File: config.mk
export PLATFORM = sky130hd
export DESIGN_NAME = apb_cmd_master
export DESIGN_NICKNAME = d
export VERILOG_FILES = /design/src/rtl/apb_cmd_master.sv
export SDC_FILE = /design/constraint.sdc
export NUM_CORES = 1
export LEC_CHECK = 0
export CELL_PAD_IN_SITES_DETAIL_PLACEMENT = 0
export CELL_PAD_IN_SITES_GLOBAL_PLACEMENT = 2
export CORE_ASPECT_RATIO = 1.4
export CORE_MARGIN = 10
export CORE_UTILIZATION = 41
export CTS_BUF_LIST = sky130_fd_sc_hd__clkbuf_16
export DETAILED_ROUTE_END_ITERATION = 7
export PLACE_DENSITY = 0.84
export SLEW_MARGIN = 20
export SYNTH_ARGS = -nofsm -noshare
export SYNTH_HDL_FRONTEND = slang
export SYNTH_SLANG_ARGS = --single-unit
File: constraint.sdc
create_clock -name clk -period 3.5 [get_ports clk]
set_input_delay 0.35 -clock clk [delete_from_list [all_inputs] [get_ports clk]]
set_output_delay 0.35 -clock clk [all_outputs]
set_load 0.05 [all_outputs]
File: src/rtl/apb_cmd_master.sv
// APB initiator: buffers read/write commands in a small FIFO and issues them as
// SETUP/ACCESS transfers, returning one response (data, slave error or timeout) per command.
module apb_cmd_master #(
  parameter int ADDR_W     = 32,
  parameter int DATA_W     = 32,
  parameter int FIFO_DEPTH = 4,
  parameter int TIMEOUT    = 255
) (
  input  logic              clk,
  input  logic              rst_n,
  input  logic              cmd_valid,
  output logic              cmd_ready,
  input  logic              cmd_write,
  input  logic [ADDR_W-1:0] cmd_addr,
  input  logic [DATA_W-1:0] cmd_wdata,
  output logic              rsp_valid,
  output logic [DATA_W-1:0] rsp_rdata,
  output logic              rsp_err,
  output logic              rsp_timeout,
  output logic              busy,
  output logic              PSEL,
  output logic              PENABLE,
  output logic              PWRITE,
  output logic [ADDR_W-1:0] PADDR,
  output logic [DATA_W-1:0] PWRDATA,
  input  logic [DATA_W-1:0] PRDDATA,
  input  logic              PREADY,
  input  logic              PSLVERR
);

  localparam int PTR_W = (FIFO_DEPTH < 2) ? 1 : $clog2(FIFO_DEPTH);
  localparam int CNT_W = (TIMEOUT < 2) ? 1 : $clog2(TIMEOUT + 1);
  localparam logic [CNT_W-1:0] CNT_LAST = CNT_W'((TIMEOUT > 0) ? TIMEOUT - 1 : 0);
  localparam logic [PTR_W:0]   CNT_FULL = (PTR_W + 1)'(FIFO_DEPTH);

  typedef enum logic [1:0] {IDLE, SETUP, ACCESS} state_t;

  state_t            state;
  logic [ADDR_W-1:0] fifo_addr  [FIFO_DEPTH];
  logic [DATA_W-1:0] fifo_wdata [FIFO_DEPTH];
  logic              fifo_write [FIFO_DEPTH];
  logic [PTR_W-1:0]  wr_ptr, rd_ptr;
  logic [PTR_W:0]    count;
  logic [CNT_W-1:0]  tcnt;
  logic              full, empty, push, pop;
  logic              timed_out, access_done;

  assign full        = (count == CNT_FULL);
  assign empty       = (count == '0);
  assign cmd_ready   = !full;
  assign push        = cmd_valid && !full;
  assign timed_out   = (TIMEOUT != 0) && !PREADY && (tcnt == CNT_LAST);
  assign access_done = PREADY || timed_out;
  assign pop         = !empty && ((state == IDLE) || ((state == ACCESS) && access_done));
  assign busy        = !empty || (state != IDLE);

  // Storage needs no reset; only the pointers and count define what is valid.
  always_ff @(posedge clk) begin
    if (push) begin
      fifo_addr[wr_ptr]  <= cmd_addr;
      fifo_wdata[wr_ptr] <= cmd_wdata;
      fifo_write[wr_ptr] <= cmd_write;
    end
  end

  always_ff @(posedge clk or negedge rst_n) begin
    if (!rst_n) begin
      wr_ptr <= '0;
      rd_ptr <= '0;
      count  <= '0;
    end else begin
      if (push) wr_ptr <= wr_ptr + 1'b1;
      if (pop)  rd_ptr <= rd_ptr + 1'b1;
      if (push && !pop)      count <= count + 1'b1;
      else if (pop && !push) count <= count - 1'b1;
    end
  end

  // A command leaving ACCESS with the FIFO non-empty goes straight to SETUP, keeping PSEL high.
  always_ff @(posedge clk or negedge rst_n) begin
    if (!rst_n) begin
      state       <= IDLE;
      PSEL        <= 1'b0;
      PENABLE     <= 1'b0;
      PWRITE      <= 1'b0;
      PADDR       <= '0;
      PWRDATA     <= '0;
      tcnt        <= '0;
      rsp_valid   <= 1'b0;
      rsp_rdata   <= '0;
      rsp_err     <= 1'b0;
      rsp_timeout <= 1'b0;
    end else begin
      rsp_valid   <= 1'b0;
      rsp_rdata   <= '0;
      rsp_err     <= 1'b0;
      rsp_timeout <= 1'b0;
      if (pop) begin
        PADDR   <= fifo_addr[rd_ptr];
        PWRITE  <= fifo_write[rd_ptr];
        PWRDATA <= fifo_write[rd_ptr] ? fifo_wdata[rd_ptr] : '0;
      end
      unique case (state)
        IDLE: begin
          if (pop) begin
            state   <= SETUP;
            PSEL    <= 1'b1;
            PENABLE <= 1'b0;
          end
        end
        SETUP: begin
          state   <= ACCESS;
          PENABLE <= 1'b1;
          tcnt    <= '0;
        end
        ACCESS: begin
          if (access_done) begin
            rsp_valid <= 1'b1;
            if (PREADY) begin
              rsp_err   <= PSLVERR;
              rsp_rdata <= (!PSLVERR && !PWRITE) ? PRDDATA : '0;
            end else begin
              rsp_err     <= 1'b1;
              rsp_timeout <= 1'b1;
            end
            PENABLE <= 1'b0;
            if (pop) begin
              state <= SETUP;
            end else begin
              state <= IDLE;
              PSEL  <= 1'b0;
            end
          end else begin
            tcnt <= tcnt + 1'b1;
          end
        end
        default: begin
          state   <= IDLE;
          PSEL    <= 1'b0;
          PENABLE <= 1'b0;
        end
      endcase
    end
  end

endmodule

## After elaboration in Yosys (flattened, before gate mapping)

Memory sizes are Yosys's and may differ from the RTL's. A register that Yosys moved wholly into a read port is not among the register bits.
Cells that the tools add are included.

| word-level totals | value |
|---|---|
| flip-flop bits (word level) | 87 |
| bits in latches | 0 |
| RAM bits | 260 |
| bits in read-only memories | 0 |
| input port bits | 102 |
| output and inout bits | 104 |
| memories kept | 3 |

Memories:

| name | words | bits a word | read ports | clocked after memory_dff | wr ports | RTL line | source |
|---|---|---|---|---|---|---|---|
| fifo_addr | 4 | 32 | 1 | 1 | 1 | 39 | `logic [ADDR_W-1:0] fifo_addr [FIFO_DEPTH];` |
| fifo_wdata | 4 | 32 | 1 | 0 | 1 | 40 | `logic [DATA_W-1:0] fifo_wdata [FIFO_DEPTH];` |
| fifo_write | 4 | 1 | 1 | 0 | 1 | 41 | `logic fifo_write [FIFO_DEPTH];` |

| operators by class | value |
|---|---|
| add/sub/neg operators | 5 |
| multipliers | 0 |
| div/mod/pow operators | 0 |
| $lt $le $gt $ge | 0 |
| equality and inequality tests | 8 |
| shifts and indexed selects | 0 |
| mux-type cells | 30 |
| bitwise gates (word level) | 1 |
| reduce and logical (&&, ||, !) cells | 26 |

Operators by type and width:

| operator | number |
|---|---|
| 2-to-1 mux 32 bit | 5 |
| 2-to-1 mux 1 bit | 16 |
| case mux 8 bit (2 select lines) | 1 |
| adder 8 x 1 -> 8 bit, second input constant | 1 |
| == test 8 bit, second input constant | 1 |
| zero test 1 bit | 8 |
| 2-to-1 mux 8 bit | 1 |
| != test 2 bit, second input constant | 4 |
| logical AND 1 bit | 7 |
| 2-to-1 mux 3 bit | 2 |
| case mux 1 bit (3 select lines) | 2 |
| case mux 2 bit (3 select lines) | 1 |
| nonzero test 2 bit | 3 |
| adder 2 x 1 -> 2 bit, second input constant | 2 |
| 2-to-1 mux 2 bit | 2 |
| AND reduction 2 bit | 2 |
| AND reduction 4 bit | 1 |
| adder 3 x 1 -> 3 bit, second input constant | 1 |
| == test 3 bit, second input constant | 1 |
| zero test 3 bit | 1 |
| logical OR 1 bit | 3 |
| subtractor 3 x 1 -> 3 bit, second input constant | 1 |
| == test 2 x 1 -> 1 bit, second input constant | 1 |
| == test 2 bit, second input constant | 1 |
| 2 further kinds | 2 |

## Longest topological paths before layout

Gate-level depths: netlist of run 1.

| logic depth | value |
|---|---|
| word-level depth | 9 |
| mapped depth | 14 |

## Least setup slack after synthesis of run 1

OpenSTA, ideal clock, no wires.

| timing path | value |
|---|---|
| path type | reg-to-reg |
| start point | register count[0] |
| end point | memory fifo_addr[0][0] (enable) |
| library setup time | 0.430 ns |
| arrival time | 2.525 ns |
| required time | 3.070 ns |
| setup slack | 0.545 ns |
| stages on the path, launching flop included | 4 |
| buffers on the path | 0 |
| period minus slack after synthesis | 2.955 ns |
| cell sequence | dfrtp_1 > nor2_1 > nand2_1 > and3_1 |

| between the ends | value |
|---|---|
| longest elaborated chain between the ends | 5 |

RTL lines:

| element | RTL line | source |
|---|---|---|
| start: declaration | 43 | `logic [PTR_W:0] count;` |
| start signal: assignment | 74 | `if (push && !pop) count <= count + 1'b1;` |
| start signal: assignment | 75 | `else if (pop && !push) count <= count - 1'b1;` |
| == test 3 bit | 48 | `assign full = (count == CNT_FULL);` |
| zero test 1 bit | n/a |  |
| via cmd_ready | 12 | `output logic cmd_ready,` |
| logical AND 1 bit | 51 | `assign push = cmd_valid && !full;` |
| 2-to-1 mux 1 bit | 59 | `if (push) begin` |
| 2-to-1 mux 1 bit (implied by the code) | 60 | `fifo_addr[wr_ptr] <= cmd_addr;` |
| end: declaration | 39 |  |

The timed path passes the listed nets, and every way through them passes these cells.

==> metrics.txt, run 1 <==
status=finished, final reports clean; Fmax=415 MHz; Avg Cell Area, Syn=20.5 um2; synthesis-stage register bit count=378; Slew @ Worst Pin=0.827 ns; largest area contributor in the netlist=edfxtp_1; Antenna Nets Post-Route=0; Clock power frac=0.239; Core ar.=34100 um2; Final Hold Violating Endpoints=0; Comb pwr share=0.356; final hold slack=0.383 ns; post-CTS sizing=0; Critical Path AT=2.06 ns; ys flop type=edfxtp_1; CTS Buf Count=37; sw power=0.00529 W; r2r startpoint=rd_ptr[0]; synthesized instance count=694; post-synth top area share=0.550; TritonCTS clock tree=yes; hpwl dp=17.9 mm; final slew viol count=0; Area Overhead vs Synth=27.1%; Final GP Congestion=0.687; vias in the first global route=7596; DRC viols=0; synth top area cells=edfxtp_1 (55%), dfrtp_1 (21%), mux4_2 (10%), mux2_2 (4.0%), mux2_4 (1.7%); drt wl/cell=20.4 um; crit path capture type=output port; Ys Warns=0; MaxCap Viol Count=0; I/O pins=206; first-pass GRT wire length=44.5 mm; Worst Hold Class=in -> reg; Crit. Startpoint=PENABLE; crit path max fanout=9; Data required, critical path=3.15 ns; maximum root-to-sink buffer count=3; Synth cell types=41; CP bufs+invs=1; CP Launch Type=flop; Fin Setup TNS=0 ns; fraction of registers with async set/reset=0.312; # fillers=2711; cell internal pwr=0.0108 W; DRT iter0 DRCs=397; Vias=6957; Tmin final=2.41 ns; Post-synth EDFFs=260; fraction of layout cells with a size suffix above 1=0.217; slew margin rel.=0.449; initial core utilization=0.416; H-tree depth=2; worst-skew pair later-pin latency=0.52 ns; Buffers on Ports=205; clk slew on worst S/H paths=0.06 ns; largest net degree at the start of global routing=68; Worst Path Class, Setup=reg -> out; Tot GR Track Use=0.135; Max VDD drop=529 uV; most numerous cell in the Yosys netlist=edfxtp_1; CP max stage delay=0.82 ns; Pwr Density=890 nW/um2; Synth top cells by count=edfxtp_1 (260), dfrtp_1 (118), mux4_2 (64); part of the power in registers=0.406; Seq/Total Area, Yosys=0.758; clk root buf=clkbuf_16; sw frac=0.329; cell area after synthesis=14200 um2; die width=177 um; crit-path cells=nor2_1 > nand2_1 > clkdlybuf4s50_1; Setup violations, final=0; Final Cycle Share=0.688; routed vias/inst=4.96; unrepaired setup endpoints after global routing=false; Die ar.=42600 um2; P_leak=6.59 nW; total clock sinks=378; DRT Wirelength=28.6 mm; Die H=240 um; drt pass-1 iters=6; Hold Path Origin=PRDDATA[25]; # rows=80; Fin Clk Skew=0.0145 ns; initial antenna violation count=1; global route overflow=0; synthesized net count=804; CP max-delay cell=clkdlybuf4s50_1; Layout Nets=1032; cell family with most CP delay=buffers and inverters
==> per-stage QoR <==
stage	cells	utilization	total power, W	setup slack, ns	instance area [um2]
floorplan	694	-	0.0106	0.545	14200
global placement	1333	0.494	0.0124	1.07	16900
detailed placement	1333	0.494	0.0125	1.07	16900
CTS	1402	0.529	0.0164	1.03	18000
global route	1402	0.529	0.0169	0.953	18000
finish	1403	0.529	0.0161	1.09	18000
==> routing by layer <==
layer / vias up / track usage / share of wire
met4: 2 / 0.0433 / 0.023
met5: - / 0 / 0.00063
li1: 3137 / - / -
met1: 3577 / 0.163 / 0.41
met3: 45 / 0.0331 / 0.062
met2: 196 / 0.233 / 0.51
==> state kept, by name, summed over array words and instances (netlist names) <==
signal / flops
rsp_rdata: 32
wr_ptr: 2
rd_ptr: 2
state: 1
PSEL: 1
tcnt: 8
PWRITE: 1
PENABLE: 1
fifo_wdata: 128
PADDR: 32
count: 3
PWRDATA: 32
fifo_addr: 128
rsp_valid: 1
rsp_err: 1
fifo_write: 4
rsp_timeout: 1
==> layout make-up <==
| class | count | area, um2 | share of cell area |
|---|---|---|---|
| Tap cell | 451 | 564 | 0.0313 |
| Timing Repair Buffer | 219 | 2240 | 0.124 |
| Clock buffer | 39 | 976 | 0.0541 |
| Sequential cell | 378 | 10800 | 0.597 |
| Inverter | 10 | 37.5 | 0.00208 |
| Multi-Input combinational cell | 276 | 3260 | 0.180 |
| Clock inverter | 29 | 209 | 0.0116 |
| Antenna cell | 1 | 2.50 | 0.000139 |
==> kinds of logic (layout without fill, tap and decap cells) <==
family	count (synthesis)	count (layout)	synth area share
AOI/OAI and AO/OA	16	16	0.00793
xor gates and xnor gates	6	6	0.00370
adders and majority gates	8	8	0.00758
buffers and inverters	40	297	0.0150
DFF	378	378	0.758
muxes	135	135	0.162
other	0	1	0
and+or+nand+nor	111	111	0.0461
==> worst paths after layout <==
path / end / slack, ns / depth (start not counted)
max: busy / 1.09 / 3
min: rsp_rdata[25] / 0.38 / 2
max reg2reg: PWRDATA[31] / 1.16 / 4
min reg2reg: PWRDATA[3] / 0.50 / 1
max in group asynchronous: PWRDATA[10] / 2.31 / 3
min in group asynchronous: PADDR[15] / 0.43 / 2
==> power by group through the flow <==
stage	Combinational [W]	Clock [W]	Sequential, W
finish	0.00571	0.00384	0.00652
global route	0.00614	0.00414	0.00665
CTS	0.00586	0.00395	0.00656
detailed placement	0.00585	0	0.00664
global placement	0.00580	0	0.00660
floorplan	0.00299	0	0.00765
==> worst reg2reg max path, delay by kind of cell (launching register included) <==
family | cells | cell delay, ns
AND/OR/NAND/NOR | 1 | 0.14
flip-flops | 1 | 0.90
buffers and inverters | 1 | 0.39
multiplexers | 2 | 0.80
==> cell usage in the layout (no fill, tap or decap), types with 5 or more instances in the layout <==
cell type	n
clkdlybuf4s50_1	204
nand3_1	8
buf_4	7
clkbuf_16	39
dfrtp_1	116
inv_1	20
mux4_2	64
and2_1	33
edfxtp_1	260
mux2_2	51
nand2b_1	5
nor2b_1	32
buf_12	6
nor2_1	6
clkinv_1	9
nand2_1	8
ha_1	7
mux2_4	16
==> repair_timing <==
item,4_1_cts,5_1_grt
hold buffers,1,0
endpoints found under the hold margin,61,0
setup buffers,0,0
(Power assumes the default switching activity.)
==> run 2: changes to the inputs <==
CORE_UTILIZATION = 37   (was 41)
PLACE_DENSITY = 0.81   (was 0.84)
clock period = 2.2 ns   (was 3.5 ns; I/O delays follow)
==> run 2 against run 1 <==
Utilization is 3.8 points lower. Design area is 2.6% higher. Worst hold slack lost 0.27 ns. Clock power grew 75%. Combinational power up 72%. Worst setup slack worse by 0.98 ns. Critical endpoint is now count[1]. Flip-flop and latch count unchanged. Critical path depth increased by 6.
==> metrics.txt, run 2 (same netlist as run 1, synthesis figures left out) <==
maximum root-to-sink buffer count=3; die width=186 um; clk root buf=clkbuf_16; Final Cycle Share=0.951; most frequent cells in the layout=edfxtp_1 (260), clkdlybuf4s50_1 (201), dfrtp_1 (116), mux4_2 (64), mux2_2 (51); Tmin final=2.09 ns; H-tree depth=2; CTS Buf Count=39; Antenna Nets Post-Route=0; hpwl dp=19.4 mm; DP Worst Slack=0.101 ns; DRC viols=0; routed vias/inst=4.94; drt pass-1 iters=4; Placement Cell Area=17200 um2; biggest regs=fifo_addr x128, fifo_wdata x128; worst-skew pair later-pin latency=0.53 ns; Setup violations, final=0; initial antenna violation count=3; postcts setup bufs=0; Max VDD drop=811 uV; Final Hold Violating Endpoints=0; largest net degree at the start of global routing=80; Data required, critical path=2.61 ns; final instance area=18500 um2; final slew viol count=0; Worst Path Class, Setup=reg -> reg; unrepaired setup endpoints after global routing=false; Final GP Congestion=0.698; TritonCTS clock tree=yes; setup ws final=0.108 ns; # rows=84; # fillers=3080; slew margin rel.=0.595; clk slew on worst S/H paths=0.06 ns; status=finished, final reports clean; first-pass GRT wire length=46.8 mm; DRT Wirelength=30.4 mm; CP Launch Type=flop; Die ar.=46700 um2; crit path max fanout=2; Fmax=478 MHz; Tot GR Track Use=0.131; initial core utilization=0.376; Area Overhead vs Synth=30.5%; crit path capture type=flop; global route overflow=0; P_leak=6.79 nW; commonest non-fill, non-tap cell in the layout=edfxtp_1; Worst Hold Class=in -> async; drt wl/cell=21.0 um; total clock sinks=378; vias in the first global route=7821; I/O pins=206; fraction of layout cells with a size suffix above 1=0.248; Vias=7140; Core ar.=37700 um2; Die H=252 um; Pwr Density=1450 nW/um2; Fin Clk Skew=0.0175 ns; DRT iter0 DRCs=299; Buffers on Ports=205; Critical Path AT=2.50 ns; MaxCap Viol Count=0; Layout Nets=1055; Slew @ Worst Pin=0.606 ns
[run 2: power by group]
group | internal (W) | switching, W
logic | 0.00456 | 0.00529
registers | 0.00944 | 0.000783
clock network | 0.00405 | 0.00266
total | 0.0181 | 0.00873
[run 2: cell type report]
| class | count | area [um2] | area share |
|---|---|---|---|
| clock buffer | 39 | 976 | 0.0527 |
| clock inverter | 29 | 320 | 0.0173 |
| inverter | 10 | 37.5 | 0.00203 |
| multi-input combinational | 276 | 3290 | 0.178 |
| tap | 473 | 592 | 0.0319 |
| sequential | 378 | 10800 | 0.581 |
| timing repair buffer | 240 | 2540 | 0.137 |
| antenna | 1 | 2.50 | 0.000135 |
[run 2: per-layer routing]
metal | global-route usage | part of all wire | vias to the layer above
li1 | - | - | 3182
met1 | 0.152 | 0.40 | 3692
met2 | 0.227 | 0.51 | 205
met3 | 0.0350 | 0.067 | 57
met4 | 0.0483 | 0.028 | 4
met5 | 0 | 0.00089 | -
[run 2: through the flow]
stage	setup TNS [ns]	std cells	hold WS [ns]	util	total power [W]
2_1_floorplan	-0.372	694	-0.0756	-	0.0170
3_3_place_gp	0	1376	0.0843	0.456	0.0203
4_1_cts	0	1445	0.0734	0.491	0.0273
6_report	0	1446	0.115	0.491	0.0268
5_1_grt	0	1446	0.123	0.491	0.0282
3_5_place_dp	0	1376	0.0895	0.456	0.0205
[run 2: critical path: stages, from the launching register on]
cell and delay [ns]:
dfrtp_1 0.37, inv_1 0.06, ha_2 0.17, and3_4 0.19, a21oi_4 0.06, a21o_4 0.23, ha_4 0.16, inv_2 0.05
fa_2 0.41, mux2_2 0.26
[run 2: timing repair]
item / in CTS / in global routing
hold endpoints to repair: 118 / 0
endpoints found under the setup margin: 1 / 1
hold buffers: 1 / 0
gates cloned: 0 / 0
gates resized for setup: 1 / 2
pin swaps: 0 / 0
[run 2: worst paths after layout]
kind / startpoint / endpoint / slack [ns] / depth (start not counted)
setup / recovery: tcnt[0] / count[1] / 0.11 / 9
hold / removal: rst_n / PADDR[21] / 0.11 / 2
hold reg to reg: PWRDATA[0] / PWRDATA[0] / 0.50 / 1
min in group clk: PRDDATA[1] / rsp_rdata[1] / 0.25 / 2
setup reg to reg: tcnt[0] / count[1] / 0.11 / 9
max in group asynchronous: rst_n / PWRDATA[4] / 1.35 / 3
==> run 3: changes to the inputs <==
CORE_UTILIZATION = 43   (was 37)
DONT_BUFFER_PORTS = 1   (was not set)
PLACE_DENSITY = 0.8   (was 0.81)
==> run 3 against run 2 <==
The run now ends with hold timing left. Register-to-register slack is essentially flat. Critical path depth is the same. First-iteration DRC count shrank 7.0%. Combinational power shrank 37%. Power shrank 8.3%. Count of clock-buffer cells in the layout grew 1. Clock skew shrank 0.0015 ns. Fmax shrank 0.66%. Final cell count shrank 11%. Sequential share of layout area grew 5.0 points. Utilization grew 3.4 points. Critical path type unchanged. Largest cell class unchanged. Largest power group unchanged.
==> metrics.txt, run 3 (same netlist as run 1, synthesis figures left out) <==
# fillers=2532; vias in the first global route=7619; Fmax=475 MHz; Crit. Startpoint=tcnt[0]; biggest regs=fifo_addr x128, fifo_wdata x128; slew margin rel.=0.626; grt peak-use layer=met2; Final Power=0.0246 W; I/O pins=206; Fin Setup TNS=0 ns; initial antenna violation count=1; initial core utilization=0.437; DRC viols=0; Fin Clk Skew=0.0160 ns; DRT iter0 DRCs=278; Area Overhead vs Synth=20.3%; unrepaired setup endpoints after global routing=false; P_leak=6.27 nW; Tot GR Track Use=0.144; total clock sinks=378; DRT Wirelength=29.4 mm; crit path capture type=flop; GR met3 Demand/Resource=0.0420; crit path max fanout=2; Die H=235 um; postcts setup bufs=0; MaxCap Viol Count=0; global route overflow=0; Pwr Density=1440 nW/um2; Max VDD drop=939 uV; Tmin final=2.11 ns; Setup violations, final=0; Buffers on Ports=0; maximum root-to-sink buffer count=3; met2 Use GR=0.269; Final Hold Violating Endpoints=118; drt wl/cell=22.7 um; r2r startpoint=tcnt[0]; Final GP Congestion=0.746; first-pass GRT wire length=45.8 mm; worst-skew pair later-pin latency=0.53 ns; final hold slack=-0.607 ns; Final Cycle Share=0.957; commonest non-fill, non-tap cell in the layout=edfxtp_1; clk slew on worst S/H paths=0.06 ns; DP Worst Slack=0.0994 ns; Data required, critical path=2.60 ns; # rows=78; clk root buf=clkbuf_16; die width=174 um; crit path capture=count[1]; routed vias/inst=5.24; reg2reg end=count[1]; reg2reg setup slack=0.09 ns; Die ar.=40800 um2; Antenna Nets Post-Route=0; status=complete, but fails checks; Core ar.=32500 um2; Worst Hold Class=in -> async; R2R cell count=9; final slew viol count=0; n_diodes=0; largest net degree at the start of global routing=119; fraction of layout cells with a size suffix above 1=0.259; met1 Usage GRT=0.151; Layout Nets=935; CP Launch Type=flop; setup ws final=0.0944 ns; most frequent cells in the layout=edfxtp_1 (260), dfrtp_1 (116), dlygate4sd3_1 (99), mux4_2 (64), mux2_2 (51); H-tree depth=2; TritonCTS clock tree=yes; Critical Path AT=2.51 ns; violated checks=hold timing; drt pass-1 iters=4; Vias=6779; hpwl dp=17.7 mm; CTS Buf Count=38; Worst Path Class, Setup=reg -> reg; Post-CTS Hold Buffers=99; Slew @ Worst Pin=0.560 ns
[run 3: layout make-up]
class | count | area (um2) | area share
well taps | 440 | 551 | 0.0322
flip-flops and latches | 378 | 10800 | 0.631
clock buffers | 40 | 1000 | 0.0586
multi-input cells | 276 | 3280 | 0.192
inverters | 10 | 37.5 | 0.00220
repair buffers | 121 | 1270 | 0.0743
clock inverters | 29 | 166 | 0.00975
[run 3: stage by stage]
stage	instance area (um2)	utilization	instances	hold slack, ns
finish	17100	0.525	1294	-0.607
global placement	14900	0.459	1126	-0.0699
CTS	17100	0.525	1294	-0.637
floorplan	14200	-	694	-0.0756
detailed placement	14900	0.459	1126	-0.0710
global route	17100	0.525	1294	-0.633
[run 3: worst min path at each step]
stage,start,end,slack (ns),cells after the start
after global routing,rst_n,PWRDATA[11],-0.63,0
final,rst_n,PWRDATA[11],-0.61,0
after CTS,rst_n,PWRDATA[15],-0.64,0
after global placement,rst_n,PWRDATA[8],-0.07,0
after floorplan,rst_n,PADDR[0],-0.08,0
after detailed placement,rst_n,PWRDATA[9],-0.07,0
[run 3: metal layers]
layer	wire, um	part of all wire
met1	10600	0.36
met2	16300	0.55
met3	1870	0.064
met4	667	0.023
met5	13	0.00044
[run 3: where the power goes]
group,internal (W),leakage [nW],switching (W),total (W)
Clock,0.00341,0.614,0.00257,0.00598
Combinational,0.00334,1.77,0.00285,0.00619
Sequential,0.00941,3.89,0.00299,0.0124
[run 3: worst max-delay path, cell delays in order (launching register included)]
cell     delay (ns)
dfrtp_1        0.38
inv_1          0.06
ha_2           0.17
and3_4         0.18
a21oi_2        0.06
a21o_4         0.24
ha_4           0.16
inv_2          0.05
fa_2           0.42
mux2_2         0.27
[run 3: timing repair]
item	4_1_cts	5_1_grt
gates resized for setup	0	0
endpoints found under the hold margin	414	118
endpoints found under the setup margin	0	0
